[src/rtl/serneg_if.sv]
// Requester/result handshake bundle for serneg_sched.
// The master drives requests and out_ready; the slave is the scheduler.
interface serneg_if #(
  parameter int WIDTH = 8
);
  logic [1:0]       req_valid;
  logic [WIDTH-1:0] req_data0;
  logic [WIDTH-1:0] req_data1;
  logic [1:0]       req_ready;
  logic             out_valid;
  logic             out_ready;
  logic [WIDTH-1:0] out_data;
  logic             out_id;

  modport master (
    output req_valid, req_data0, req_data1, out_ready,
    input  req_ready, out_valid, out_data, out_id
  );

  modport slave (
    input  req_valid, req_data0, req_data1, out_ready,
    output req_ready, out_valid, out_data, out_id
  );
endinterface

[src/rtl/serneg_sched.sv]
// Round-robin scheduler sharing one Mealy bit-serial negation core between two requesters.
// Define SERNEG_OVF_EN to add the out_ovf flag (operand == 2^(WIDTH-1)).
module serneg_sched #(
  parameter int WIDTH = 8
) (
  input  logic     clk,
  input  logic     rst_n,
  serneg_if.slave  bus,
  output logic     neg_clr,
  output logic     neg_x,
  input  logic     neg_z
`ifdef SERNEG_OVF_EN
  ,
  output logic     out_ovf
`endif
);

  localparam int CNT_W = (WIDTH > 2) ? $clog2(WIDTH) : 1;

  typedef enum logic [1:0] {IDLE, CLR, SHIFT, DONE} state_t;

  state_t           state, state_nxt;
  logic             ptr;
  logic             gnt_id;
  logic             take;
  logic             last_bit;
  logic [CNT_W-1:0] cnt;
  logic [WIDTH-1:0] shreg;
  logic [WIDTH-2:0] res;
  logic [WIDTH-1:0] res_cat;

  // Pointer requester wins when valid; otherwise the other one gets the grant.
  assign gnt_id   = bus.req_valid[ptr] ? ptr : ~ptr;
  assign last_bit = (cnt == CNT_W'(WIDTH - 1));
  assign res_cat  = {neg_z, res};

  always_ff @(posedge clk or negedge rst_n) begin
    if (!rst_n) state <= IDLE;
    else        state <= state_nxt;
  end

  always_comb begin
    state_nxt     = state;
    bus.req_ready = 2'b00;
    bus.out_valid = 1'b0;
    neg_clr       = 1'b1;
    neg_x         = 1'b0;
    take          = 1'b0;
    case (state)
      IDLE: begin
        if (bus.req_valid[gnt_id]) begin
          bus.req_ready[gnt_id] = 1'b1;
          take                  = 1'b1;
          state_nxt             = CLR;
        end
      end
      CLR: state_nxt = SHIFT;
      SHIFT: begin
        neg_clr = 1'b0;
        neg_x   = shreg[0];
        if (last_bit) state_nxt = DONE;
      end
      DONE: begin
        bus.out_valid = 1'b1;
        if (bus.out_ready) state_nxt = IDLE;
      end
      default: state_nxt = IDLE;
    endcase
  end

  always_ff @(posedge clk or negedge rst_n) begin
    if (!rst_n) begin
      ptr          <= 1'b0;
      cnt          <= '0;
      bus.out_id   <= 1'b0;
      bus.out_data <= '0;
    end else begin
      if (take) begin
        ptr        <= ~gnt_id;
        bus.out_id <= gnt_id;
      end
      if (state == CLR)        cnt <= '0;
      else if (state == SHIFT) cnt <= cnt + 1'b1;
      if (state == SHIFT && last_bit) bus.out_data <= res_cat;
    end
  end

  // Operand goes out LSB-first; result bits enter at the top and settle into place.
  always_ff @(posedge clk) begin
    if (take) begin
      shreg <= gnt_id ? bus.req_data1 : bus.req_data0;
    end else if (state == SHIFT) begin
      shreg <= shreg >> 1;
      res   <= res_cat[WIDTH-1:1];
    end
  end

`ifdef SERNEG_OVF_EN
  logic [WIDTH-1:0] opnd;

  function automatic logic is_ovf(input logic [WIDTH-1:0] v);
    return v == {1'b1, {(WIDTH-1){1'b0}}};
  endfunction

  always_ff @(posedge clk) begin
    if (take) opnd <= gnt_id ? bus.req_data1 : bus.req_data0;
  end

  assign out_ovf = bus.out_valid && is_ovf(opnd);
`endif

endmodule

[src/flat_wrapper.sv]
// flat-port wrapper written by rule: the top's interface ports become plain ports
module serneg_sched_flat 
#(
  parameter int WIDTH = 8
)
  (clk, rst_n, neg_clr, neg_x, neg_z, bus_req_valid, bus_req_data0, bus_req_data1, bus_out_ready, bus_req_ready, bus_out_valid, bus_out_data, bus_out_id);
  serneg_if #(.WIDTH(WIDTH)) bus_i ();
  input  logic clk;
  input  logic rst_n;
  output logic neg_clr;
  output logic neg_x;
  input  logic neg_z;
  input wire logic [$bits(bus_i.req_valid)-1:0] bus_req_valid;
  input wire logic [$bits(bus_i.req_data0)-1:0] bus_req_data0;
  input wire logic [$bits(bus_i.req_data1)-1:0] bus_req_data1;
  input wire logic [$bits(bus_i.out_ready)-1:0] bus_out_ready;
  output wire logic [$bits(bus_i.req_ready)-1:0] bus_req_ready;
  output wire logic [$bits(bus_i.out_valid)-1:0] bus_out_valid;
  output wire logic [$bits(bus_i.out_data)-1:0] bus_out_data;
  output wire logic [$bits(bus_i.out_id)-1:0] bus_out_id;
  assign bus_i.req_valid = bus_req_valid;
  assign bus_i.req_data0 = bus_req_data0;
  assign bus_i.req_data1 = bus_req_data1;
  assign bus_i.out_ready = bus_out_ready;
  assign bus_req_ready = bus_i.req_ready;
  assign bus_out_valid = bus_i.out_valid;
  assign bus_out_data = bus_i.out_data;
  assign bus_out_id = bus_i.out_id;
  serneg_sched #(.WIDTH(WIDTH)) u_core (.clk(clk), .rst_n(rst_n), .bus(bus_i), .neg_clr(neg_clr), .neg_x(neg_x), .neg_z(neg_z));
endmodule
[config.mk]
export PLATFORM = sky130hd
export DESIGN_NAME = serneg_sched_flat
export DESIGN_NICKNAME = d
export VERILOG_FILES = /design/src/rtl/serneg_if.sv /design/src/rtl/serneg_sched.sv /design/src/flat_wrapper.sv
export SDC_FILE = /design/constraint.sdc
export NUM_CORES = 1
export LEC_CHECK = 0
export CAP_MARGIN = 25
export CORE_MARGIN = 2
export CORE_UTILIZATION = 53
export CTS_BUF_LIST = sky130_fd_sc_hd__clkbuf_8
export CTS_CLUSTER_DIAMETER = 80
export DETAILED_ROUTE_END_ITERATION = 6
export PLACE_DENSITY_LB_ADDON = 0.08
export SYNTH_ARGS = -nofsm -noshare
export SYNTH_HDL_FRONTEND = slang
export SYNTH_SLANG_ARGS = --single-unit
[constraint.sdc]
create_clock -name clk -period 2.52 [get_ports clk]
set_input_delay 0.756 -clock clk [delete_from_list [all_inputs] [get_ports clk]]
set_output_delay 0.756 -clock clk [all_outputs]
set_load 0.05 [all_outputs]
-- Yosys cells after proc, flatten, opt, wreduce, memory -nomap -nowiden
Cells that the tools add are included.
- memories kept: 0
- output and inout port bits: 14
- bits in registers: 30
- latch bits: 0
- word-level logic and storage cells: 51
- bits in writable memories: 0
- bits of input ports: 22
- ROM bits: 0
- bitwise operators: 3
- multipliers: 0
- $add $sub $neg: 1
- reductions and logical operators: 7
- shift operators: 0
- order comparisons: 3
- equality and inequality tests: 7
- divide/modulo/power cells: 0
- multiplexer cells: 23
- operators by type and width (kind ; count):
    2-to-1 mux 8 bit ; 3
    2-to-1 mux 1 bit ; 11
    2-to-1 mux 2 bit ; 5
    case mux 2 bit (4 select lines) ; 1
    2-to-1 mux 3 bit ; 2
    equality test 2 bit, second input constant ; 2
    < comparator 1 x 2 -> 1 bit, second input constant ; 2
    inequality test 2 x 1 -> 1 bit, second input constant ; 2
    nonzero test 2 bit ; 2
    adder 3 x 1 -> 3 bit, second input constant ; 1
    equality test 3 bit, second input constant ; 1
    inverter 1 bit ; 3
    AND reduction 3 bit ; 1
    equality test 2 x 1 -> 1 bit, second input constant ; 1
    logical AND 1 bit ; 2
    zero test 2 bit ; 1
    inequality test 2 bit, second input constant ; 1
    AND reduction 2 bit ; 1
    demux 1 bit (select 1 bit) ; 1
    >= comparator 1 bit, second input constant ; 1

-- Longest topological paths before layout
Gate-level depths: netlist of run 1.
- depth after elaboration: 9
- gate-level depth with buffers: 6
- gate-level depth less buffers: 5

-- Worst setup path before layout of run 1
OpenSTA, ideal clock, no wires.
- path kind: in2out
- start point: input bus_req_valid[0]
- end point: output bus_req_ready[1]
- arrival time: 1799 ps
- data required time: 1764 ps
- path slack: -35 ps
- cell stages on the path: 3
- buffers on the path: 0
- cells stage by stage: nor2_1 -> nor2_1 -> nor2_1
- cells in the longest elaborated chain, start to end: 9
- elaborated cells between the ends (all ways): 12
- those cells by class: order compare (2); mux (9); reduce/logical (1)
- RTL lines (item ; line ; RTL):
    from (decl) ; flat_wrapper.sv:13 ; input wire logic [$bits(bus_i.req_valid)-1:0] bus_req_valid;
    2-to-1 mux 1 bit (implied by the code) (2 in a row) ; serneg_sched.sv:33 ; assign gnt_id = bus.req_valid[ptr] ? ptr : ~ptr;
    2-to-1 mux 1 bit ; serneg_sched.sv:33 ;
    < comparator 1 x 2 -> 1 bit (implied by the code) / >= comparator 1 bit (equally long branches) ; serneg_sched.sv:52 ; bus.req_ready[gnt_id] = 1'b1;
    logical AND 1 bit (implied by the code) ; serneg_sched.sv:52 ;
    2-to-1 mux 1 bit (implied by the code) ; serneg_sched.sv:52 ;
    demux 1 bit (select 1 bit) ; -- ;
    2-to-1 mux 2 bit (*) ; serneg_sched.sv:51 ; if (bus.req_valid[gnt_id]) begin
    2-to-1 mux 2 bit (*) ; serneg_sched.sv:49 ; case (state)
    to (decl) ; flat_wrapper.sv:17 ; output wire logic [$bits(bus_i.req_ready)-1:0] bus_req_ready;
Mark *: on every way between the ends. The rest lies on a longest branch, timed or not. The select of a mux whose other input is x is not followed.

-- Worst setup path after layout of run 1
- start point: register u_core.state[1]
- end point: output bus_out_valid
- cells in the longest elaborated chain, start to end: 2
- RTL lines (item ; line ; RTL):
    from (decl) ; serneg_sched.sv:22 ; state_t state, state_nxt;
    from (signal assigned) ; serneg_sched.sv:39 ; else state <= state_nxt;
    equality test 2 bit ; serneg_sched.sv:49 ;
    2-to-1 mux 1 bit ; serneg_sched.sv:49 ;
    to (decl) ; flat_wrapper.sv:18 ; output wire logic [$bits(bus_i.out_valid)-1:0] bus_out_valid;
Every way passes these cells.

==> results by group, run 1 <==
Die
  • Die span in y: 54.8 um
  • DIE WIDTH: 54.8 um
  • IO Pins: 36
  • Initial Utilization: 55.7%
  • Row Count: 18
  • Core Area: 0.00245 mm^2
  • Die ar.: 0.00300 mm^2

CTS
  • H-tree depth: 2
  • Worst-skew pair later-pin latency: 270 ps
  • Hold buffer count at cts: 0
  • TritonCTS Buffers: 5
  • Clk sink count: 30
  • Post-CTS Setup Bufs: 0
  • Clk root buf: clkbuf_8
  • Clk buf depth: 2
  • CTS tree: yes
  • Clock Pin Slew Worst Setup and Hold Paths: 60 ps

Drt
  • TritonRoute pass-1 iters: 4
  • Via count: 1054
  • Post-Route WL: 2640 um
  • First DRT Iteration DRCs: 25
  • Drt drc: 0
  • Drt wl/cell: 13.8 um
  • Post-route ant nets: 0
  • Via density: 5.52

STA
  • Fin Hold WS: 453 ps
  • Clock skew: 11.2 ps
  • Final worst path period share: 96.0%
  • Max-slew violations: 0
  • Hold Vio Cnt, Final: 0
  • RSZ-0062 raised after global routing: false
  • Final setup viols: 0
  • Worst-margin pin slew: 657 ps
  • Max-slew headroom: 56.1%
  • Fmax: 0.413 GHz
  • Fin crit period: 2420 ps

Run status
  • Status: finished, final reports clean

Placed design
  • # port buffers: 35
  • Final HPWL DP: 2080 um
  • Routability congestion estimate: 0.842
  • Post-Place Cells: 183

Global route
  • Met1 Use GR: 18.8%
  • Vias in the first global route: 970
  • First-pass GRT wire length: 3890 um
  • GR Util met3: 6.56%
  • Initial antenna violation count: 0
  • Met2 Use GR: 35.3%
  • All-layer global routing usage: 18.9%
  • Total global routing overflow: 0
  • GR peak layer: met2
  • Largest net degree at the start of global routing: 17

Setup path
  • CP Data Arrival Time: 1660 ps
  • Worst EP required: 1760 ps
  • Crit-path cells: ha_1 > clkdlybuf4s50_1
  • Crit path kind: reg2out
  • CP startpoint kind: flop
  • CP bufs+invs: 1
  • CP max stage cell: clkdlybuf4s50_1
  • Largest delay share family, worst path: buffers and inverters
  • Max stage delay on crit path: 800 ps
  • Max FO, Critical Path: 5
  • CP endpoint kind: output pin

Synth
  • Post-synthesis register bit count: 30
  • Synth warn: 0
  • Post-synthesis cell count: 113
  • Synth cell types: 22
  • Sequential fraction of the synthesis area: 60.4%
  • Leading area contributor after synthesis: edfxtp_1
  • Post-synth top area share: 32.9%
  • Ranking of synthesized cells by area: edfxtp_1 (33%), dfrtp_1 (27%), mux2_2 (7.4%)
  • Mapped Area: 0.00137 mm^2
  • Avg Cell Area, Syn: 12.1 um^2
  • Synth Net Count: 142

Cells and area
  • Layout cell share with drive strength beyond 1: 19.9%
  • Fillers: 155
  • Layout area overhead: 40.6%
  • Post-Layout Cell Count: 191
  • Diodes inserted: 0
  • Layout Utilization: 78.3%
  • Nets@finish: 189

Power
  • Peak VDD IR: 1.07 mV
  • Power Density: 1430 mW/mm^2
  • Leakage: 0.808 nW

Run
  • # Max-Cap Violations: 0

Min path
  • Hold Crit Class: reg2reg
==> path summary, 6_finish.rpt <==
check | depth (start not counted) | slack, ps | startpoint | endpoint
worst max-delay path | 2 | 100 | u_core.state[1]$_DFFE_PN0P_ | bus_out_valid
worst min-delay path | 0 | 450 | u_core.res[1]$_DFFE_PP_ | u_core.res[0]$_DFFE_PP_
worst max register to register | 6 | 730 | u_core.state[0]$_DFFE_PN0P_ | u_core.shreg[6]$_DFFE_PP_
worst min register to register | 0 | 450 | u_core.res[1]$_DFFE_PP_ | u_core.res[0]$_DFFE_PP_
max in group asynchronous | 1 | 1210 | rst_n | u_core.state[1]$_DFFE_PN0P_
min in group asynchronous | 1 | 890 | rst_n | u_core.bus.out_data[7]$_DFFE_PN0P_
==> where the power goes <==
part	internal, mW	switching (mW)
Sequential	0.829	0.123
Combinational	0.530	0.809
Clock	0.287	0.163
Total	1.65	1.10
==> layout by cell type (no fill, tap or decap) <==
cell | Yosys | layout
o21a_2 | 1 | 1
inv_1 | 6 | 7
dlygate4sd2_1 | 0 | 2
clkbuf_8 | 0 | 5
mux2_2 | 9 | 9
or2_2 | 1 | 1
nor2_2 | 0 | 1
o32a_1 | 1 | 1
and2_1 | 2 | 2
mux2_1 | 1 | 1
a21oi_1 | 2 | 2
dfrtp_1 | 15 | 15
nand2_1 | 4 | 4
edfxtp_1 | 15 | 15
ha_1 | 7 | 7
nand3_1 | 8 | 8
nand3b_1 | 2 | 2
clkinv_1 | 0 | 1
nand2_2 | 1 | 1
bufinv_16 | 0 | 1
buf_12 | 0 | 2
buf_6 | 0 | 1
a31oi_1 | 7 | 7
buf_4 | 1 | 9
a221oi_2 | 1 | 1
nor2b_1 | 1 | 1
clkdlybuf4s50_1 | 0 | 29
nor2_1 | 14 | 13
o21ai_0 | 12 | 12
==> synth_stat cells <==
library cell  count
a31oi_1           7
mux2_2            9
nand2_1           4
nand3_1           8
ha_1              7
edfxtp_1         15
buf_4             1
dfrtp_1          15
mux2_1            1
a21oi_1           2
buf_2             2
or2_2             1
o21a_2            1
nor2b_1           1
nand3b_1          2
o32a_1            1
o21ai_0          12
nand2_2           1
nor2_1           14
inv_1             6
and2_1            2
a221oi_2          1
==> layer usage <==
layer / part of all wire, % / routed length (um)
met5: 0 / 0
met4: 0.45 / 12
met3: 5.3 / 140
met2: 52 / 1380
met1: 42 / 1110
==> area by class of cell <==
type | count | area [um^2] | area share [%]
clock buffer | 5 | 68.8 | 3.58
sequential | 30 | 826 | 42.9
inverter | 6 | 22.5 | 1.17
timing repair buffer | 43 | 427 | 22.2
multi-input combinational | 74 | 504 | 26.2
tap | 30 | 37.5 | 1.95
clock inverter | 3 | 37.5 | 1.95
==> sequential cells by signal (all words and copies together), names as in the netlist <==
name / count
u_core.shreg: 8
u_core.bus.out_data: 8
u_core.ptr: 1
u_core.bus.out_id: 1
u_core.res: 7
u_core.state: 2
u_core.cnt: 3
==> timing repair <==
item                                   CTS  global route
resized for setup                        3             0
endpoints found under the hold margin    0             0
setup endpoints to repair                2             0
==> logic make-up (layout without fill, tap and decap cells) <==
family	after synthesis	after routing	synth area share, %
AND/OR/NAND/NOR	33	33	11.3
flip-flops	30	30	60.4
AO/OA/AOI/OAI	24	24	10.8
multiplexers	10	10	8.23
buffers and inverters	9	57	2.93
adder cells (fa/ha/maj)	7	7	6.40
==> metrics by stage <==
stage | total power [mW] | area, um^2 | setup TNS [ps] | setup slack (ps)
detailed placement | 2.30 | 1820 | -121 | -77.5
global route | 2.90 | 1920 | 0 | 20.6
global placement | 2.24 | 1820 | -64.8 | -51.4
finish | 2.74 | 1920 | 0 | 101
floorplan | 1.84 | 1370 | 0 | 35.0
CTS | 2.76 | 1920 | 0 | 89.2
No activity file was read; power rests on OpenSTA's default activity.
==> inputs of run 2 (changes only) <==
Settings changed: CELL_PAD_IN_SITES_DETAIL_PLACEMENT set to 2, CELL_PAD_IN_SITES_GLOBAL_PLACEMENT set to 2, CORE_UTILIZATION 53 to 34.
==> run 2 against run 1 <==
- combinational power up 6%
- critical path depth increased by 4
- clock skew down 7.5 ps
- critical endpoint is now bus_req_ready[0]
- highest routed layer unchanged
==> results by group, run 2 (synthesized netlist as in run 1, its figures left out) <==
Global route
  • Initial antenna violation count: 0 (unchanged)
  • Largest net degree at the start of global routing: 17 (unchanged)
  • All-layer global routing usage: 18.3% (-0.58 points)
  • Vias in the first global route: 1178 (+21%)
  • First-pass GRT wire length: 5890 um (+51%)
  • Total global routing overflow: 0 (unchanged)

Cells and area
  • Most frequent cells in the layout: clkdlybuf4s50_1 (28), dfrtp_1 (15), edfxtp_1 (15), nor2_1 (13), o21ai_0 (11)
  • Diodes inserted: 0 (unchanged)
  • Layout area overhead: 41.8%
  • Top flop regs: u_core.bus.out_data (8), u_core.shreg (8), u_core.res (7)
  • Most common cell after layout, fill and taps aside: clkdlybuf4s50_1
  • Nets@finish: 189 (unchanged)
  • Fillers: 394 (+150%)
  • Layout Utilization: 49.2% (-29 points)
  • Layout cell share with drive strength beyond 1: 21.7% (+1.9 points)

STA
  • Clock skew: 3.67 ps (-7.52 ps)
  • Final setup viols: 0 (unchanged)
  • Max-slew violations: 0 (unchanged)
  • Fin Hold WS: 446 ps (-7.38 ps)
  • RSZ-0062 raised after global routing: false
  • Max-slew headroom: 47.4% (-8.7 points)
  • Fmax: 0.418 GHz (+1.1%)
  • Final worst path period share: 95.0% (-1.0 points)
  • Worst setup margin: 127 ps (+26.4 ps)
  • Setup TNS: 0 ps (unchanged)
  • Hold Vio Cnt, Final: 0 (unchanged)
  • Worst-margin pin slew: 787 ps (+130 ps)
  • Fin crit period: 2390 ps (-26.4 ps)

Die
  • IO Pins: 36 (unchanged)
  • Core Area: 0.00394 mm^2 (+61%)
  • Initial Utilization: 34.7% (-21 points)
  • DIE WIDTH: 67.4 um (+23%)
  • Die ar.: 0.00455 mm^2 (+51%)
  • Die span in y: 67.4 um (+23%)
  • Row Count: 23 (+5)

Power
  • Power Density: 1430 mW/mm^2 (about the same)
  • Leakage: 0.798 nW (-1.2%)
  • Peak VDD IR: 0.685 mV (-36%)
  • Tot Pwr: 2.76 mW (+0.83%)

Setup path
  • Reg2reg start: u_core.state[0]$_DFFE_PN0P_
  • Max FO, Critical Path: 4 (-1)
  • CP endpoint kind: output pin
  • CP startpoint kind: flop
  • Worst EP required: 1760 ps (about the same)
  • Critical Path End: bus_req_ready[0]
  • Reg-to-reg endpoint: u_core.shreg[5]$_DFFE_PP_
  • CP max stage cell: dfrtp_1
  • CP Data Arrival Time: 1640 ps (-20 ps)
  • Crit path launch: u_core.state[0]$_DFFE_PN0P_
  • Worst R2R Path Depth: 5 (-1)
  • Crit-path cells: inv_1 > ha_2 > o21ai_1 > buf_4 > nor2_1 > buf_6
  • FF-to-FF setup slack: 790 ps (+60 ps)
  • Crit path kind: reg2out
  • Max stage delay on crit path: 420 ps (-380 ps)

CTS
  • Post-CTS Setup Bufs: 0 (unchanged)
  • Worst-skew pair later-pin latency: 280 ps (about the same)
  • Clk buf depth: 2 (unchanged)
  • Clk sink count: 30 (unchanged)
  • Clock Pin Slew Worst Setup and Hold Paths: 70 ps (about the same)
  • TritonCTS Buffers: 5 (unchanged)
  • H-tree depth: 2 (unchanged)
  • Clk root buf: clkbuf_8
  • CTS tree: yes

Drt
  • Drt drc: 0 (unchanged)
  • Drt wl/cell: 17.5 um (+26%)
  • Via count: 1051 (-0.28%)
  • Post-route ant nets: 0 (unchanged)
  • Post-Route WL: 3690 um (+39%)
  • Via density: 4.98 (-9.7%)
  • First DRT Iteration DRCs: 24 (-4.0%)
  • TritonRoute pass-1 iters: 4 (unchanged)

Placed design
  • Worst slack at placement: -123 ps (-45.6 ps)
  • Routability congestion estimate: 0.765 (-9.1%)
  • # port buffers: 35 (unchanged)
  • Final HPWL DP: 2720 um (+31%)

Min path
  • Hold Crit Class: reg2reg
  • Hold Path Depth: 0 (unchanged)

Run status
  • Status: finished, final reports clean

Run
  • # Max-Cap Violations: 0 (unchanged)
-- run 2: power breakdown --
part           switching (mW)  leakage, nW  internal, mW
registers               0.128        0.333         0.829
logic                   0.865        0.423         0.559
clock network           0.195       0.0416         0.189
total                    1.19        0.798          1.58
-- run 2: worst min path at each step --
stage,from,endpoint
floorplan,u_core.res[1]$_DFFE_PP_,u_core.res[0]$_DFFE_PP_
global placement,u_core.res[5]$_DFFE_PP_,u_core.res[4]$_DFFE_PP_
detailed placement,u_core.res[5]$_DFFE_PP_,u_core.res[4]$_DFFE_PP_
CTS,u_core.res[5]$_DFFE_PP_,u_core.res[4]$_DFFE_PP_
global route,u_core.res[5]$_DFFE_PP_,u_core.res[4]$_DFFE_PP_
finish,u_core.res[5]$_DFFE_PP_,u_core.res[4]$_DFFE_PP_
-- run 2: per-stage QoR --
step	instances	cell area, um^2
global route	211	1940
detailed placement	203	1850
finish	211	1940
floorplan	113	1370
CTS	211	1940
global placement	203	1850
-- run 2: critical path: cells and delay by family (launching register included) --
| family | cells | cell delay (ps) |
|---|---|---|
| adder cells (fa/ha/maj) | 1 | 250 |
| AND/OR/NAND/NOR | 1 | 120 |
| buffers and inverters | 3 | 470 |
| flip-flops | 1 | 420 |
| AO/OA/AOI/OAI | 1 | 100 |
-- run 2: timing repair --
item / 4_1_cts / 5_1_grt
endpoints found under the setup margin: 2 / 2
hold buffers: 0 / 0
resized for setup: 4 / 1
-- run 2: metal layers --
metal | part of all wire, % | global-route usage (%) | wire length, um
met1 | 42 | 22.0 | 1570
met2 | 52 | 31.7 | 1930
met3 | 4.3 | 5.50 | 159
met4 | 0.73 | 5.36 | 27
met5 | 0 | 0 | 0
-- run 2: cell type report --
class	count	area, um^2	share of cell area, %
Sequential cell	30	826	42.6
Multi-Input combinational cell	74	507	26.1
Timing Repair Buffer	43	437	22.5
Clock buffer	5	68.8	3.55
Tap cell	50	62.6	3.23
Inverter	6	22.5	1.16
Clock inverter	3	16.3	0.839
